$ cat config.mk
export PLATFORM = sky130hd
export DESIGN_NAME = usb_phy_tx
export DESIGN_NICKNAME = d
export VERILOG_FILES = /design/src/rtl/usb_phy_tx.sv
export SDC_FILE = /design/constraint.sdc
export NUM_CORES = 1
export LEC_CHECK = 0
export ABC_AREA = 1
export CORE_MARGIN = 2
export CORE_UTILIZATION = 47
export DETAILED_ROUTE_END_ITERATION = 12
export PLACE_DENSITY_LB_ADDON = 0.25
export SYNTH_ARGS = -nofsm -noshare
export SYNTH_HDL_FRONTEND = slang
export SYNTH_SLANG_ARGS = --single-unit
$ cat constraint.sdc
create_clock -name clk -period 1.7 [get_ports clk]
set_input_delay 0.17 -clock clk [delete_from_list [all_inputs] [get_ports clk]]
set_output_delay 0.17 -clock clk [all_outputs]
set_load 0.05 [all_outputs]
$ cat src/rtl/usb_phy_tx.sv
// usb_phy_tx -- USB full-speed transmit line encoder.
//
// Turns a stream of packet bytes into driven USB line states: SYNC
// (NRZI of 0x80), NRZI-encoded data sent LSB first with bit stuffing after
// six consecutive ones, then an SE0,SE0,J end-of-packet.  Each line bit is
// held for CLK_DIV clock cycles.
//
// Parameters:
//   CLK_DIV   clock cycles per line bit time (2..16); 4 gives 12 Mb/s from 48 MHz
//
// Ports:
//   clk       single clock, all flops on its rising edge
//   rst       synchronous active-high reset; aborts a packet with no EOP
//   tx_data   packet byte, sent LSB first
//   tx_valid  byte available; starts a packet in IDLE, ends it when low
//             at a byte request
//   tx_ready  one-cycle pulse at a byte request; tx_data taken if tx_valid
//   tx_line   driven line state: SE0=00, J=01, K=10
//   tx_oe     line driver enable
//   tx_busy   high from the first SYNC bit to the end of the EOP J bit
//   tx_abort  (only with USB_PHY_TX_ABORT_EN) force a stuff error, then EOP
//
// Optional feature: define USB_PHY_TX_ABORT_EN to add tx_abort and the
// abort sequence (7 bit times without transitions followed by EOP).

module usb_phy_tx #(
  parameter int CLK_DIV = 4
) (
  input  logic       clk,
  input  logic       rst,
  input  logic [7:0] tx_data,
  input  logic       tx_valid,
`ifdef USB_PHY_TX_ABORT_EN
  input  logic       tx_abort,
`endif
  output logic       tx_ready,
  output logic [1:0] tx_line,
  output logic       tx_oe,
  output logic       tx_busy
);

  localparam int DIV_W = $clog2(CLK_DIV);
  localparam logic [DIV_W-1:0] DIV_LAST = DIV_W'(CLK_DIV - 1);

  localparam logic [1:0] ST_IDLE = 2'd0;
  localparam logic [1:0] ST_SYNC = 2'd1;
  localparam logic [1:0] ST_DATA = 2'd2;
  localparam logic [1:0] ST_EOP  = 2'd3;

  localparam logic [1:0] LINE_SE0 = 2'b00;
  localparam logic [1:0] LINE_J   = 2'b01;
  localparam logic [1:0] LINE_K   = 2'b10;

  localparam logic [2:0] USB_STUFF_BITS_N = 3'd6;

  logic [1:0]       state_q, state_d;
  logic [DIV_W-1:0] div_q, div_d;
  logic [2:0]       bit_cnt_q, bit_cnt_d;
  logic [2:0]       ones_q, ones_d;
  logic [7:0]       shift_q, shift_d;
  logic [1:0]       line_q, line_d;
  logic             oe_q, oe_d;
  logic             busy_q, busy_d;
`ifdef USB_PHY_TX_ABORT_EN
  logic             abort_pend_q, abort_pend_d;
  logic             abort_act_q, abort_act_d;
`endif

  logic strobe;
  logic send_en;
  logic send_val;

  function automatic logic [1:0] nrzi_toggle(input logic [1:0] s);
    return (s == LINE_J) ? LINE_K : LINE_J;
  endfunction

  // bit_cnt_q indexes the bit currently on the line (SYNC/DATA), the EOP
  // bit, or the hold bit during an abort.  shift_q[0] is always the bit
  // currently on the line, so the next one is shift_q[1].  A stuffed bit
  // does not advance bit_cnt_q or shift_q, which is what makes the byte
  // request slip by one bit time.
  always_comb begin
    state_d   = state_q;
    div_d     = div_q;
    bit_cnt_d = bit_cnt_q;
    ones_d    = ones_q;
    shift_d   = shift_q;
    line_d    = line_q;
    oe_d      = oe_q;
    busy_d    = busy_q;
    tx_ready  = 1'b0;
    send_en   = 1'b0;
    send_val  = 1'b0;
`ifdef USB_PHY_TX_ABORT_EN
    abort_pend_d = abort_pend_q;
    abort_act_d  = abort_act_q;
`endif
    strobe = (state_q != ST_IDLE) && (div_q == DIV_LAST);

    case (state_q)
      ST_IDLE: begin
        div_d     = '0;
        bit_cnt_d = 3'd0;
        ones_d    = 3'd0;
        line_d    = LINE_J;
        oe_d      = 1'b0;
        busy_d    = 1'b0;
`ifdef USB_PHY_TX_ABORT_EN
        abort_pend_d = 1'b0;
        abort_act_d  = 1'b0;
`endif
        if (tx_valid) begin
          // First SYNC bit is a 0, so J toggles to K right away.
          state_d = ST_SYNC;
          shift_d = 8'h80;
          line_d  = LINE_K;
          oe_d    = 1'b1;
          busy_d  = 1'b1;
        end
      end

      ST_SYNC, ST_DATA: begin
        div_d = strobe ? '0 : div_q + DIV_W'(1);
`ifdef USB_PHY_TX_ABORT_EN
        if (!strobe && tx_abort && !abort_act_q) begin
          abort_pend_d = 1'b1;
        end
        if (strobe && abort_act_q) begin
          // Line is held for 7 bit slots, then EOP starts.
          if (bit_cnt_q == 3'd6) begin
            state_d     = ST_EOP;
            line_d      = LINE_SE0;
            bit_cnt_d   = 3'd0;
            abort_act_d = 1'b0;
          end else begin
            bit_cnt_d = bit_cnt_q + 3'd1;
          end
        end else if (strobe && (abort_pend_q || tx_abort)) begin
          state_d      = ST_DATA;
          abort_pend_d = 1'b0;
          abort_act_d  = 1'b1;
          bit_cnt_d    = 3'd0;
        end else if (strobe) begin
`else
        if (strobe) begin
`endif
          if (ones_q == USB_STUFF_BITS_N) begin
            line_d = nrzi_toggle(line_q);
            ones_d = 3'd0;
          end else if (bit_cnt_q == 3'd7) begin
            tx_ready = 1'b1;
            if (tx_valid) begin
              state_d   = ST_DATA;
              shift_d   = tx_data;
              bit_cnt_d = 3'd0;
              send_en   = 1'b1;
              send_val  = tx_data[0];
            end else begin
              state_d   = ST_EOP;
              line_d    = LINE_SE0;
              bit_cnt_d = 3'd0;
              ones_d    = 3'd0;
            end
          end else begin
            shift_d   = {1'b0, shift_q[7:1]};
            bit_cnt_d = bit_cnt_q + 3'd1;
            send_en   = 1'b1;
            send_val  = shift_q[1];
          end
        end
      end

      ST_EOP: begin
        div_d = strobe ? '0 : div_q + DIV_W'(1);
        if (strobe) begin
          if (bit_cnt_q == 3'd2) begin
            state_d   = ST_IDLE;
            div_d     = '0;
            bit_cnt_d = 3'd0;
            line_d    = LINE_J;
            oe_d      = 1'b0;
            busy_d    = 1'b0;
          end else begin
            bit_cnt_d = bit_cnt_q + 3'd1;
            line_d    = (bit_cnt_q == 3'd1) ? LINE_J : LINE_SE0;
          end
        end
      end

      default: begin
        state_d = ST_IDLE;
      end
    endcase

    // NRZI: a 0 toggles J<->K, a 1 holds the line and extends the ones run.
    if (send_en) begin
      line_d = send_val ? line_q : nrzi_toggle(line_q);
      ones_d = send_val ? ones_q + 3'd1 : 3'd0;
    end
  end

  always_ff @(posedge clk) begin
    if (rst) begin
      state_q   <= ST_IDLE;
      div_q     <= '0;
      bit_cnt_q <= 3'd0;
      ones_q    <= 3'd0;
      shift_q   <= 8'h00;
      line_q    <= LINE_J;
      oe_q      <= 1'b0;
      busy_q    <= 1'b0;
`ifdef USB_PHY_TX_ABORT_EN
      abort_pend_q <= 1'b0;
      abort_act_q  <= 1'b0;
`endif
    end else begin
      state_q   <= state_d;
      div_q     <= div_d;
      bit_cnt_q <= bit_cnt_d;
      ones_q    <= ones_d;
      shift_q   <= shift_d;
      line_q    <= line_d;
      oe_q      <= oe_d;
      busy_q    <= busy_d;
`ifdef USB_PHY_TX_ABORT_EN
      abort_pend_q <= abort_pend_d;
      abort_act_q  <= abort_act_d;
`endif
    end
  end

  assign tx_line = line_q;
  assign tx_oe   = oe_q;
  assign tx_busy = busy_q;

endmodule

==> flow_metrics.env, run 1 <==
export IMPL_cp_arrival_ns=1.53
export IMPL_path_common_cell="ha_4"
export IMPL_cts_num_sinks=20
export IMPL_crit_fanout=5
export IMPL_tightest_slew_ns=0.502
export IMPL_pre_cts_ws_ns=-0.0114
export IMPL_yosys_mux_area_fraction_pct=0
export IMPL_grt_usage_pct=20.3
export IMPL_min_period_ns=1.70
export IMPL_synth_common_cells="nand2_1, dfxtp_1, nor2_1"
export IMPL_final_setup_tns_ns=0
export IMPL_slew_violations=0
export IMPL_r2r_slack_ns=0.05
export IMPL_synth_top_family_by_area="simple AND/OR/NAND/NOR gates"
export IMPL_yosysMostFrequentCell="nand2_1"
export IMPL_dpl_instance_area_sq_um=1550
export IMPL_reg2reg_depth=10
export IMPL_place_congestion=0.902
export IMPL_ys_warn_count=0
export IMPL_hold_path_class="reg -> reg"
export IMPL_drt_initial_drc_count=37
export IMPL_p_per_area_nw_per_um2=1600
export IMPL_clk_latency_ns=0.32
export IMPL_synth_edf_count=0
export IMPL_post_route_util_pct=65.4
export IMPL_ys_flop_type="dfxtp_1"
export IMPL_critPathKind="reg -> out"
export IMPL_worstReg2RegStart="state_q[1]"
export IMPL_setup_viol=0
export IMPL_slew_headroom_pct=66.5
export IMPL_antennaDiodeCount=0
export IMPL_synthCells=178
export IMPL_grt_pass1_wl_microns=5190
export IMPL_dpl_hpwl_microns=2210
export IMPL_drc=0
export IMPL_die_area_sq_um=3240
export IMPL_synth_adder_area_share_pct=10.4
export IMPL_nets=236
export IMPL_die_w_microns=56.9
export IMPL_area_delta_synth_final_pct=34.6
export IMPL_finalHoldViolations=0
export IMPL_core_sq_um=2710
export IMPL_critPathLaunchType="flip-flop"
export IMPL_vias_per_cell=5.20
export IMPL_initial_core_util_pct=48.6
export IMPL_num_rows=19
export IMPL_holdPathEnd="div_q[0]"
export IMPL_final_antenna_net_count=0
export IMPL_final_cells=244
export IMPL_hold_buffers=0
export IMPL_yosys_register_bits=20
export IMPL_min_from="div_q[0]"
export IMPL_yosysTopAreaCell="dfxtp_1"
export IMPL_clk_pin_slew_ns=0.13
export IMPL_wirelength_microns=3080
export IMPL_cts_htree_levels=1
export IMPL_avgRoutedWirePerCell_microns=12.6
export IMPL_placed_cells=229
export IMPL_r2r_end="state_q[1]"
export IMPL_avgSynthCellArea_sq_um=7.40
export IMPL_synth_xor_area_share_pct=0.665
export IMPL_chipHeight_microns=56.9
export IMPL_async_reset_ff_share_pct=0
export IMPL_drv_cap=0
export IMPL_synthSimpleGateAreaFrac_pct=30.7
export IMPL_numCtsBuffers=3
export IMPL_vdd_drop_max_uv=1180
export IMPL_synth_compound_gate_area_share_pct=17.7
export IMPL_end_kind="primary output"
export IMPL_ys_types=29
export IMPL_seq_area_frac_synth_pct=30.4
export IMPL_grt_max_degree=14
export IMPL_cts_root_buffer="clkbuf_4"
export IMPL_hold_ws_ns=0.442
export IMPL_slowest_delay_ns=0.38
export IMPL_netlist_top_cells_area="dfxtp_1, nand2_1, ha_1"
export IMPL_pin_count=16
export IMPL_overflow=0
export IMPL_holdPathStages=1
export IMPL_drive_gt1_share_pct=31.0
export IMPL_drt_first_pass_iters=5
export IMPL_clk_path_buf_depth=2
export IMPL_p_leak_nw=0.849
export IMPL_portBuffers=15
export IMPL_grt_pass1_vias=1156
export IMPL_rsz0062_at_grt="true"
export IMPL_crit_chain="ha_4 > ha_4 > inv_6 > nor4_4 > buf_12"
export IMPL_syn_area_sq_um=1320
export IMPL_fmax_ghz=0.589
export IMPL_slowest_stage="dfxtp_2"
export IMPL_total_power_mw=2.84
export IMPL_status="completed"
export IMPL_skew_ns=0.0106
export IMPL_antenna_found_initial=0
export IMPL_synthesis_nets=200
export IMPL_vias=1268
export IMPL_critPathRequiredTime_ns=1.53
export IMPL_fin_ws_ns=0.00272
export IMPL_synth_top_area_share_pct=30.4
export IMPL_fin_area_sq_um=1770
export IMPL_cts_tree="done"
export IMPL_min_period_over_period_pct=99.8
[state kept, by name (all words and copies together) (netlist names)]
name	cells
ones_q	3
div_q	2
bit_cnt_q	3
state_q	2
tx_busy	1
shift_q	7
tx_line	2
[power breakdown]
group	internal [mW]	switching [mW]
Clock	0.239	0.165
Sequential	0.598	0.0731
Combinational	0.735	1.03
[metal layers]
layer / up-vias / routed length [microns] / global-route usage [%]
met3: 6 / 114 / 3.63
met1: 588 / 1340 / 24.8
met5: - / 0 / 0
li1: 646 / - / -
met4: 0 / 40 / 7.97
met2: 28 / 1590 / 35.5
[worst max-delay path, delay by kind of cell, from the launching register on]
kind                     cells  cell delay [ns]
AND/OR/NAND/NOR              1             0.30
buffers and inverters        2             0.23
flip-flops                   1             0.38
adder cells (fa/ha/maj)      2             0.30
[timing repair]
| item | 4_1_cts | 5_1_grt |
|---|---|---|
| buffers inserted | 6 | 6 |
| endpoints found under the setup margin | 5 | 8 |
| pin swaps | 3 | 3 |
| gates resized for setup | 17 | 10 |
[cell usage in the layout (no fill, tap or decap)]
cell type / count
inv_8: 1
a21oi_2: 5
xor2_1: 1
nand2_2: 2
ha_1: 7
nor4_1: 1
nand2_4: 5
inv_1: 10
inv_4: 1
ha_2: 1
ha_4: 3
or2_2: 1
buf_12: 1
nor2_1: 18
dfxtp_2: 5
nand4_1: 1
nand3_2: 1
nor4_4: 1
dfxtp_1: 15
o21ai_0: 15
a211oi_1: 1
clkinv_1: 1
inv_6: 1
dlymetal6s2s_1: 2
inv_2: 5
clkdlybuf4s50_1: 11
a21oi_4: 1
o21ai_1: 3
o211a_1: 3
nor3_4: 1
clkbuf_4: 3
a21oi_1: 8
a211oi_2: 1
nand2_1: 42
nor2_4: 3
buf_4: 23
bufinv_16: 1
nand3_1: 8
[cell type report]
cell class / instances / area, sq um
Multi-Input combinational cell: 133 / 861
Timing Repair Buffer: 37 / 328
Clock inverter: 1 / 30.0
Clock buffer: 3 / 22.5
Sequential cell: 20 / 407
Inverter: 19 / 86.3
Fill cell: 245 / 937
Tap cell: 31 / 38.8
[kinds of logic after synthesis]
family | count (synthesis)
adder cells (fa/ha/maj) | 11
flip-flops | 20
AO/OA/AOI/OAI | 37
AND/OR/NAND/NOR | 84
XOR/XNOR | 1
buffers and inverters | 25
[worst max path at each step]
stage                 startpoint          to  cells after the start
floorplan             state_q[0]    tx_ready                      6
global placement      state_q[0]  tx_line[1]                     10
detailed placement    state_q[1]  tx_line[1]                     10
CTS                   state_q[1]    tx_ready                      5
global route        bit_cnt_q[1]    tx_ready                      5
finish              bit_cnt_q[1]    tx_ready                      5
Power figures use the tool's default switching activity.
==> run 2: changes to the inputs <==
--- a/config.mk
+++ b/config.mk
@@ -6,8 +6,9 @@
 export NUM_CORES = 1
 export LEC_CHECK = 0
 export ABC_AREA = 1
-export CORE_MARGIN = 2
+export CORE_MARGIN = 4
 export CORE_UTILIZATION = 47
+export CTS_BUF_LIST = sky130_fd_sc_hd__clkbuf_16
 export DETAILED_ROUTE_END_ITERATION = 12
 export PLACE_DENSITY_LB_ADDON = 0.25
 export SYNTH_ARGS = -nofsm -noshare
==> run 2 against run 1 <==
  * Die area increased by 15%
  * Design area decreased by 4.1%
  * Critical endpoint unchanged
  * Non-clock buffer count decreased by 6
  * Global-route usage decreased by 1.8 points
  * Largest power group unchanged
  * Highest routed layer unchanged
  * Clock skew decreased by 0.0084 ns
  * Via count decreased by 2.3%
  * Critical path type unchanged
  * Worst hold slack got worse by 0.0094 ns
==> flow_metrics.env, run 2 (same netlist as run 1, synthesis figures left out) <==
export IMPL_fin_ws_ns=0.0208
export IMPL_hold_buffers=0
export IMPL_r2r_slack_ns=0.09
export IMPL_fin_area_sq_um=1700
export IMPL_clk_path_buf_depth=2
export IMPL_final_cells=236
export IMPL_drv_cap=0
export IMPL_antennaDiodeCount=0
export IMPL_hold_ws_ns=0.433
export IMPL_critical_path_top_delay_family="flip-flops"
export IMPL_cts_htree_levels=1
export IMPL_core_sq_um=2570
export IMPL_min_period_ns=1.68
export IMPL_critPathKind="reg -> out"
export IMPL_vias=1239
export IMPL_skew_ns=0.00222
export IMPL_clk_latency_ns=0.25
export IMPL_drt_initial_drc_count=55
export IMPL_hold_path_class="reg -> reg"
export IMPL_p_per_area_nw_per_um2=1670
export IMPL_slowest_stage="dfxtp_2"
export IMPL_min_period_over_period_pct=98.8
export IMPL_r2r_end="shift_q[6]"
export IMPL_drive_gt1_share_pct=27.2
export IMPL_fmax_ghz=0.596
export IMPL_pre_cts_ws_ns=-0.0410
export IMPL_cp_arrival_ns=1.51
export IMPL_cts_root_buffer="clkbuf_16"
export IMPL_slew_violations=0
export IMPL_numCtsBuffers=3
export IMPL_drc=0
export IMPL_multi_input_area_sq_um=828
export IMPL_final_antenna_net_count=0
export IMPL_vias_per_cell=5.25
export IMPL_avgRoutedWirePerCell_microns=12.7
export IMPL_crit_chain="inv_2 > ha_4 > inv_6 > nor4_4 > buf_12"
export IMPL_nets=230
export IMPL_clk_pin_slew_ns=0.06
export IMPL_slowest_delay_ns=0.34
export IMPL_reg_top3="shift_q x7, bit_cnt_q x3, ones_q x3"
export IMPL_placed_cells=229
export IMPL_chipHeight_microns=60.9
export IMPL_grt_pass1_wl_microns=5020
export IMPL_worst_path_stages=5
export IMPL_critPathRequiredTime_ns=1.53
export IMPL_nFillCells=228
export IMPL_top_register="shift_q"
export IMPL_endpoint="tx_ready"
export IMPL_portBuffers=15
export IMPL_p_leak_nw=0.769
export IMPL_place_congestion=0.843
export IMPL_grt_pass1_vias=1156
export IMPL_area_delta_synth_final_pct=29.1
export IMPL_grt_usage_pct=18.5
export IMPL_final_cell_mix="nand2_1, nor2_1, buf_4, dfxtp_1, o21ai_0"
export IMPL_cts_num_sinks=20
export IMPL_final_setup_tns_ns=0
export IMPL_critPathLaunchType="flip-flop"
export IMPL_rsz0062_at_grt="true"
export IMPL_cts_tree="done"
export IMPL_reg2reg_depth=9
export IMPL_cp_num_buf_inv=3
export IMPL_setup_viol=0
export IMPL_status="completed"
export IMPL_dpl_hpwl_microns=2220
export IMPL_end_kind="primary output"
export IMPL_grt_max_degree=13
export IMPL_largest_register_ffs=7
export IMPL_drt_first_pass_iters=4
export IMPL_crit_start="state_q[0]"
export IMPL_die_w_microns=60.9
export IMPL_vdd_drop_max_uv=1050
export IMPL_slew_headroom_pct=67.0
export IMPL_worstReg2RegStart="bit_cnt_q[1]"
export IMPL_initial_core_util_pct=51.3
export IMPL_tightest_slew_ns=0.494
export IMPL_crit_fanout=6
export IMPL_dpl_instance_area_sq_um=1560
export IMPL_pin_count=16
export IMPL_total_power_mw=2.85
export IMPL_finalHoldViolations=0
export IMPL_overflow=0
export IMPL_antenna_found_initial=0
export IMPL_post_route_util_pct=66.2
export IMPL_num_rows=18
export IMPL_regArea_sq_um=405
export IMPL_wirelength_microns=3000
export IMPL_die_area_sq_um=3710
export IMPL_final_common_cell="nand2_1"
-- run 2: cell types whose count changed in the layout (fill, tap and decap cells not counted), moves of 2 or more --
cell | before | now
inv_2 | 5 | 7
dlymetal6s2s_1 | 2 | 0
clkdlybuf4s50_1 | 11 | 13
clkbuf_4 | 3 | 0
buf_4 | 23 | 17
nand2_4 | 5 | 3
clkbuf_16 | 0 | 3
-- run 2: layout make-up --
type                       instances  share of cell area (%)
tap                               30                    2.21
sequential                        20                    23.8
multi-input combinational        133                    48.7
clock buffer                       3                    4.42
timing repair buffer              31                    16.3
inverter                          19                    4.49
-- run 2: timing repair --
item | 4_1_cts | 5_1_grt
setup endpoints to repair | 9 | 10
resized for setup | 6 | 8
pin swaps | 2 | 4
buffers inserted | 1 | 3
-- run 2: worst min-delay path by stage --
stage | slack (ns) | end | from | cells after the start
3_3_place_gp | 0.42 | div_q[0] | div_q[0] | 1
5_1_grt | 0.45 | div_q[0] | div_q[0] | 1
4_1_cts | 0.44 | div_q[0] | div_q[0] | 1
2_1_floorplan | 0.37 | shift_q[7] | tx_data[7] | 2
6_report | 0.43 | div_q[0] | div_q[0] | 1
3_5_place_dp | 0.43 | div_q[0] | div_q[0] | 1
-- run 2: per-layer routing --
layer	vias to the layer above	share of wire [%]	global-route usage, %
li1	637	-	-
met1	575	46	23.7
met2	23	50	31.3
met3	4	2.6	2.55
met4	0	1.7	7.43
met5	-	0	0
-- run 2: where the power goes --
group          switching (mW)  leakage (nW)  internal, mW  total [mW]
registers              0.0780         0.166         0.599       0.677
logic                   0.991         0.567         0.694        1.68
clock network           0.176        0.0370         0.310       0.486
==> run 3: changes to the inputs <==
--- a/config.mk
+++ b/config.mk
@@ -11,6 +11,7 @@
 export CTS_BUF_LIST = sky130_fd_sc_hd__clkbuf_16
 export DETAILED_ROUTE_END_ITERATION = 12
 export PLACE_DENSITY_LB_ADDON = 0.25
+export RECOVER_POWER = 25
 export SYNTH_ARGS = -nofsm -noshare
 export SYNTH_HDL_FRONTEND = slang
 export SYNTH_SLANG_ARGS = --single-unit
==> run 3 against run 2 <==
  * Fmax about the same
  * First-iteration DRC count did not move
  * Clock skew about the same
  * Cell count is the same
  * Global-route usage did not move
  * Critical path depth unchanged
  * Sequential power barely moved
  * Register-to-register slack barely moved
  * Design area shrank 0.22%
  * Non-clock buffer count unchanged
  * Setup slack lost 0.00082 ns
  * Die area stayed put
==> flow_metrics.env, run 3 (same netlist as run 1, synthesis figures left out) <==
export IMPL_avgRoutedWirePerCell_microns=12.7
export IMPL_final_common_cell="nand2_1"
export IMPL_cp_arrival_ns=1.51
export IMPL_p_per_area_nw_per_um2=1670
export IMPL_reg2reg_depth=9
export IMPL_die_area_sq_um=3710
export IMPL_slew_violations=0
export IMPL_cts_root_buffer="clkbuf_16"
export IMPL_nFillCells=230
export IMPL_placed_cells=229
export IMPL_grt_usage_pct=18.5
export IMPL_numCtsBuffers=3
export IMPL_clk_path_buf_depth=2
export IMPL_grt_pass1_wl_microns=5020
export IMPL_min_period_over_period_pct=98.8
export IMPL_fin_ws_ns=0.0200
export IMPL_reg_top3="shift_q x7, bit_cnt_q x3, ones_q x3"
export IMPL_drc=0
export IMPL_setup_viol=0
export IMPL_drt_initial_drc_count=55
export IMPL_clk_latency_ns=0.25
export IMPL_holdPathStages=1
export IMPL_status="completed"
export IMPL_vias_per_cell=5.24
export IMPL_finalHoldViolations=0
export IMPL_pre_cts_ws_ns=-0.0410
export IMPL_cts_htree_levels=1
export IMPL_r2r_slack_ns=0.09
export IMPL_drt_first_pass_iters=4
export IMPL_crit_chain="inv_2 > ha_4 > inv_6 > nor4_4 > buf_12"
export IMPL_clk_pin_slew_ns=0.06
export IMPL_end_kind="primary output"
export IMPL_nets=230
export IMPL_largest_register_ffs=7
export IMPL_final_antenna_net_count=0
export IMPL_pin_count=16
export IMPL_skew_ns=0.00210
export IMPL_vdd_drop_max_uv=1050
export IMPL_critPathKind="reg -> out"
export IMPL_crit_fanout=6
export IMPL_portBuffers=15
export IMPL_cts_tree="done"
export IMPL_rsz0062_at_grt="true"
export IMPL_antennaDiodeCount=0
export IMPL_final_cells=236
export IMPL_dpl_hpwl_microns=2220
export IMPL_top_register="shift_q"
export IMPL_antenna_found_initial=0
export IMPL_overflow=0
export IMPL_hold_ws_ns=0.433
export IMPL_drive_gt1_share_pct=26.7
export IMPL_slew_headroom_pct=60.6
export IMPL_regArea_sq_um=405
export IMPL_die_w_microns=60.9
export IMPL_num_rows=18
export IMPL_min_period_ns=1.68
export IMPL_p_leak_nw=0.766
export IMPL_critical_path_top_delay_family="flip-flops"
export IMPL_chipHeight_microns=60.9
export IMPL_total_power_mw=2.84
export IMPL_place_congestion=0.843
export IMPL_core_sq_um=2570
export IMPL_wirelength_microns=3010
export IMPL_critPathLaunchType="flip-flop"
export IMPL_drv_cap=0
export IMPL_hold_path_class="reg -> reg"
export IMPL_slowest_delay_ns=0.34
export IMPL_vias=1237
export IMPL_worst_path_stages=5
export IMPL_fmax_ghz=0.595
export IMPL_initial_core_util_pct=51.3
export IMPL_cts_num_sinks=20
export IMPL_grt_max_degree=13
export IMPL_final_cell_mix="nand2_1, nor2_1, dfxtp_1, buf_4, o21ai_0"
export IMPL_grt_pass1_vias=1156
export IMPL_critPathRequiredTime_ns=1.53
export IMPL_cp_num_buf_inv=3
export IMPL_slowest_stage="dfxtp_2"
export IMPL_area_delta_synth_final_pct=28.8
export IMPL_tightest_slew_ns=0.594
export IMPL_post_route_util_pct=66.1
export IMPL_multi_input_area_sq_um=828
## run 3: stage by stage
step                setup TNS [ns]  area, sq um
floorplan                        0         1330
global placement                 0         1560
detailed placement          -0.107         1560
CTS                              0         1670
global route               -0.0248         1700
finish                           0         1700
## run 3: timing repair
action	CTS	global route
cloned	0	0
endpoints found under the setup margin	9	10
hold buffers	0	0
buffers inserted	1	3
pin swaps	2	4
gates resized for setup	6	8
## run 3: worst paths after layout
| kind | from | to |
|---|---|---|
| setup / recovery | state_q[0] | tx_ready |
| hold / removal | div_q[0] | div_q[0] |
| setup reg to reg | bit_cnt_q[1] | shift_q[6] |
| hold reg to reg | div_q[0] | div_q[0] |
## run 3: power breakdown
group          switching [mW]  internal, mW
logic                   0.992         0.685
registers              0.0778         0.599
clock network           0.175         0.310
total                    1.25          1.59
## run 3: area by class of cell
class	count	area share [%]
inverters	19	4.50
multi-input cells	133	48.8
repair buffers	31	16.2
well taps	30	2.21
clock buffers	3	4.42
flip-flops and latches	20	23.9
## run 3: routing by layer
metal  GRT usage, %  up-vias  wire length, microns
met2           31.3       21                  1520
met4           7.43        0                    51
li1               -      637                     -
met3           2.55        4                    69
met5              0        -                     0
met1           23.7      575                  1370
==> variant 1, RTL diff (settings of run 3) <==
The option `USB_PHY_TX_ABORT_EN` is turned on by a define.
--- a/src/rtl/usb_phy_tx.sv
+++ b/src/rtl/usb_phy_tx.sv
@@ -22,6 +22,8 @@
 //
 // Optional feature: define USB_PHY_TX_ABORT_EN to add tx_abort and the
 // abort sequence (7 bit times without transitions followed by EOP).
+
+`define USB_PHY_TX_ABORT_EN
 
 module usb_phy_tx #(
   parameter int CLK_DIV = 4
Interface: changed (added tx_abort); port bits go from 16 to 17. The function was not compared with the original's and may differ.
==> variant 1 against run 3 <==
- the run now ends with negative setup slack left
- die area up 8.3%
- wire length up 48%
- clock power up 6.6%
- synthesized area up 9.6%
- final area up 26%
- non-clock buffer count up 16
- total power up 48%
- utilization up 9.0 points
- setup slack worse by 0.058 ns
- sequential cell count up 2
- synthesized cell count up 24%
- critical path type unchanged
- largest power group unchanged
==> variant 1: results (changes against run 3) <==
[run_status]
outcome = finished with violations  ; was complete, no violations
violations = negative setup slack

[timing]
hold_slack_ns = 0.474  ; was 0.433 ns
relSlewSlack = 0.672  ; was 0.606
setup_viol_count_final = 1  ; was 0
timing.clock.skew_ns = 0.00332  ; was 0.00210 ns
setup_ws_ns = -0.0380  ; was 0.0200 ns

[hold_path]
whs_path_depth = 2  ; was 1
hold_start = shift_q[5]  ; was div_q[0]
worstHoldEndpoint = shift_q[5]  ; was div_q[0]

[power_and_ir_drop]
intPower_mw = 2.16  ; was 1.59 mW
total_power_mw = 4.21  ; was 2.84 mW
p_leak_nw = 0.952  ; was 0.766 nW
power_frac_seq = 0.187  ; was 0.238
p_comb_mw = 2.91  ; was 1.68 mW

[logic_synthesis]
ys_seq_area_frac = 0.305  ; was 0.304
netlist_top_cells_count = nand2_1, nor2_1, inv_1  ; was nand2_1, dfxtp_1, nor2_1
synthXorXnorAreaFrac = 0.00607  ; was 0.00665
synth_fp_nets = 242  ; was 200
syn_avg_cell_area_um2 = 6.56  ; was 7.40 um^2
synthAdderAreaFrac = 0.0867  ; was 0.104
netlist_top_cells_area = dfxtp_1, nand2_1, nor2_1, ha_1, inv_1  ; was dfxtp_1, nand2_1, ha_1, o21ai_0, nor2_1
synth_compound_area_frac = 0.131  ; was 0.177
synth.distinct_cells = 30  ; was 29

[placement]
finalWeightedCongestion = 0.874  ; was 0.843
hpwl_mm = 2.60  ; was 2.22 mm
placed_cells = 279  ; was 229
placed_cell_area_um2 = 1770  ; was 1560 um^2
place_ws_ns = 0.00543  ; was -0.0410 ns
numPortBuffers = 16  ; was 15

[critical_path]
worst-r2r-setup-slack_ns = 0  ; was 0.09 ns
r2r_start = state_q[0]  ; was bit_cnt_q[1]
max_stage_delay_ns = 0.33
critPathLaunchType = flop  ; unchanged
regToRegEndpoint = shift_q[4]  ; was shift_q[6]
crit_family = simple AND/OR/NAND/NOR gates  ; was flip-flops
reg2regPathDepth = 12  ; was 9
cp_max_fo = 4  ; was 6
cp_data_arrival_time_ns = 1.57  ; was 1.51 ns

[routing]
num_vias = 1646  ; was 1237
vias_per_cell = 5.51  ; was 5.24
detail_route.wl_per_cell_um = 14.9  ; was 12.7 um
drt_iter0_markers = 98  ; was 55

[grt]
grt_use_total = 0.202  ; was 0.185
grt_pass1_vias = 1468  ; was 1156
grt_pass1_wl_mm = 6.49  ; was 5.02 mm

[final_layout]
layout-drive-gt1-share = 0.310  ; was 0.267

[clocking]
post_cts_buffers = 11  ; was 1
cts_resized = 10  ; was 6

-- variant 1: changes by cell type after synthesis, sizes merged, moves of 2 or more --
cell,delta
a211oi,-2
a21oi,+4
buf,-3
dfxtp,+2
inv,+10
nand2,+6
nand3,+3
nand3b,+2
nor2,+21
nor3,+3
o211a,-3
o21ai,-2
-- variant 1: worst register-to-register path: cells and delay by family, from the launching register on --
kind / cells / cell delay [ns]
flops: 1 / 0.34
fa+ha+maj: 1 / 0.17
simple gates: 6 / 0.53
buf+inv: 5 / 0.55
-- variant 1: kinds of logic after synthesis --
group / count (synthesis)
adder cells (fa/ha/maj): 10
buffers and inverters: 33
AND/OR/NAND/NOR: 118
XOR/XNOR: 1
flip-flops: 22
AO/OA/AOI/OAI: 36
-- variant 1: per-layer routing --
metal	up-vias	wire length [um]	track usage
met5	-	0	0
met4	0	187	0.111
met3	22	303	0.0409
met2	74	2160	0.323
met1	753	1800	0.253
li1	797	-	-
-- variant 1: layout make-up --
type | count | area, um^2 | share of cell area
clock buffers | 3 | 75.1 | 0.0350
clock inverters | 1 | 3.75 | 0.00175
inverters | 29 | 119 | 0.0555
multi-input cells | 165 | 1040 | 0.487
flip-flops and latches | 22 | 444 | 0.207
well taps | 31 | 38.8 | 0.0181
repair buffers | 47 | 410 | 0.191
repair inverters | 1 | 7.51 | 0.00350
-- variant 1: worst max path at each step --
| stage | slack, ns | cells after the start | to |
|---|---|---|---|
| 6_report | -0.04 | 9 | tx_ready |
| 5_1_grt | -0.12 | 10 | bit_cnt_q[1] |
| 4_1_cts | -0.05 | 9 | tx_ready |
| 3_5_place_dp | 0.005 | 10 | tx_line[1] |
| 3_3_place_gp | -0.04 | 10 | tx_line[1] |
| 2_1_floorplan | 0.03 | 8 | tx_ready |
==> variant 2, RTL diff (config.mk and constraints of run 3) <==
Without the edit above. `shift_q` no longer has a reset.
--- a/src/rtl/usb_phy_tx.sv
+++ b/src/rtl/usb_phy_tx.sv
@@ -205,7 +205,6 @@
       div_q     <= '0;
       bit_cnt_q <= 3'd0;
       ones_q    <= 3'd0;
-      shift_q   <= 8'h00;
       line_q    <= LINE_J;
       oe_q      <= 1'b0;
       busy_q    <= 1'b0;
@@ -218,7 +217,6 @@
       div_q     <= div_d;
       bit_cnt_q <= bit_cnt_d;
       ones_q    <= ones_d;
-      shift_q   <= shift_d;
       line_q    <= line_d;
       oe_q      <= oe_d;
       busy_q    <= busy_d;
@@ -229,6 +227,10 @@
     end
   end
 
+  always_ff @(posedge clk) begin
+    shift_q <= shift_d;
+  end
+
   assign tx_line = line_q;
   assign tx_oe   = oe_q;
   assign tx_busy = busy_q;
Function: no difference found for any inputs over 10 cycles, from zero or initial values and one cycle with rst high; that may be too few to reach the edited logic, so the function may still have changed.
==> variant 2 against run 3 <==
- total power is 15% higher
- largest power group unchanged
- via count is 5.3% lower
- synthesized area is 0.57% lower
- sequential cell count stayed put
- final area is 1.8% lower
- setup slack better by 0.043 ns
- first-iteration DRC count is 3.6% lower
- wire length is 5.3% lower
- register-to-register slack better by 0.04 ns
- largest cell class unchanged
==> variant 2: results (changes against run 3) <==
[run_status]
outcome = complete, no violations  ; unchanged

[critical_path]
cp_max_fo = 5  ; was 6
cp_data_arrival_time_ns = 1.47  ; was 1.51 ns
crit_family = buffers and inverters  ; was flip-flops
max_stage_delay_ns = 0.36  ; was 0.34 ns

[grt]
grt_use_total = 0.184  ; was 0.185
grt_pass1_vias = 1162  ; was 1156
grt_max_degree = 12  ; was 13
grt_pass1_wl_mm = 5.00  ; was 5.02 mm

[placement]
place_ws_ns = -0.0318  ; was -0.0410 ns
finalWeightedCongestion = 0.830  ; was 0.843
hpwl_mm = 2.23  ; was 2.22 mm
numPortBuffers = 15  ; unchanged

[power_and_ir_drop]
powerDensity_nw_per_um2 = 1960  ; was 1670 nW/um^2
p_leak_nw = 0.767  ; was 0.766 nW
vdd.ir_drop.worst_uv = 1390  ; was 1050 uV

[routing]
first_pass_iters = 4  ; unchanged
routed_wl_mm = 2.85  ; was 3.01 mm
vias_per_cell = 5.21  ; was 5.24
drt_iter0_markers = 53  ; was 55

[logic_synthesis]
netlist_top_cells_area = dfxtp_1, edfxtp_1, nand2_1, ha_1, nor2_1  ; was dfxtp_1, nand2_1, ha_1, o21ai_0, nor2_1
synth.distinct_cells = 23  ; was 29
synth_fp_nets = 195  ; was 200
netlist_top_cells_count = nand2_1, nor2_1, inv_1  ; was nand2_1, dfxtp_1, nor2_1
yosys.cell_count.top_type = nand2_1  ; unchanged
ys_seq_area_frac = 0.359  ; was 0.304
synth-edff-count = 7  ; was 0

[final_layout]
fill_cells = 219  ; was 230
layout-drive-gt1-share = 0.205  ; was 0.267
fin_nets = 218  ; was 230

[timing]
relSlewSlack = 0.608  ; was 0.606
timing.clock.skew_ns = 0.00193  ; was 0.00210 ns

variant 2: cell types whose count changed in the layout (fill, tap and decap cells not counted), sizes merged, moves of 3 or more:
cell	before	now
a21oi	14	8
buf	17	7
dfxtp	20	13
edfxtp	0	7
inv	18	26
nand2	49	46
nor2	21	32
o211a	3	0
o21ai	18	13
variant 2: worst reg2reg max path, delay by kind of cell, from the launching register on:
| kind | cells | cell delay [ns] |
|---|---|---|
| and+or+nand+nor | 2 | 0.32 |
| buffers and inverters | 3 | 0.34 |
| DFF | 1 | 0.36 |
| adders and majority gates | 1 | 0.27 |
variant 2: logic make-up after synthesis:
kind of cell | Yosys count | synth area share
simple gates | 92 | 0.351
buf+inv | 28 | 0.0955
compound gates | 22 | 0.0888
flops | 20 | 0.359
fa+ha+maj | 11 | 0.105
variant 2: layout make-up:
type,count,area share
flip-flops and latches,20,0.285
multi-input cells,125,0.462
repair buffers,21,0.122
inverters,25,0.0608
clock buffers,3,0.0450
clock inverters,1,0.00225
well taps,30,0.0225
variant 2: power by group:
| part | total [mW] | internal (mW) | switching, mW |
|---|---|---|---|
| sequential | 0.851 | 0.754 | 0.0967 |
| clock | 0.482 | 0.313 | 0.169 |
| combinational | 1.93 | 0.707 | 1.22 |
variant 2: worst paths after layout:
| check | slack (ns) | end | cells after the start | from |
|---|---|---|---|---|
| hold / removal | 0.44 | div_q[0] | 1 | div_q[0] |
| setup / recovery | 0.06 | tx_ready | 7 | state_q[1] |
| setup reg to reg | 0.13 | shift_q[6] | 6 | state_q[1] |
| hold reg to reg | 0.44 | div_q[0] | 1 | div_q[0] |
variant 2: per-stage QoR:
step	instance area (um^2)	hold slack [ns]	setup TNS, ns	total power, mW	cells
2_1_floorplan	1340	0.239	0	2.24	173
3_3_place_gp	1540	0.426	0	2.60	219
3_5_place_dp	1540	0.433	-0.222	2.68	219
4_1_cts	1650	0.441	0	3.25	225
5_1_grt	1670	0.474	0	3.55	225
6_report	1670	0.443	0	3.26	225
variant 2: metal layers:
layer / part of all wire / track usage
met5: 0 / 0
met4: 0.029 / 0.0960
met3: 0.037 / 0.0404
met2: 0.50 / 0.307
met1: 0.43 / 0.222
variant 2: what timing repair did:
item | 4_1_cts | 5_1_grt
setup endpoints to repair | 1 | 12
setup buffers | 2 | 0
gates resized for setup | 4 | 8
endpoints found under the hold margin | 0 | 0
pin swaps | 1 | 1
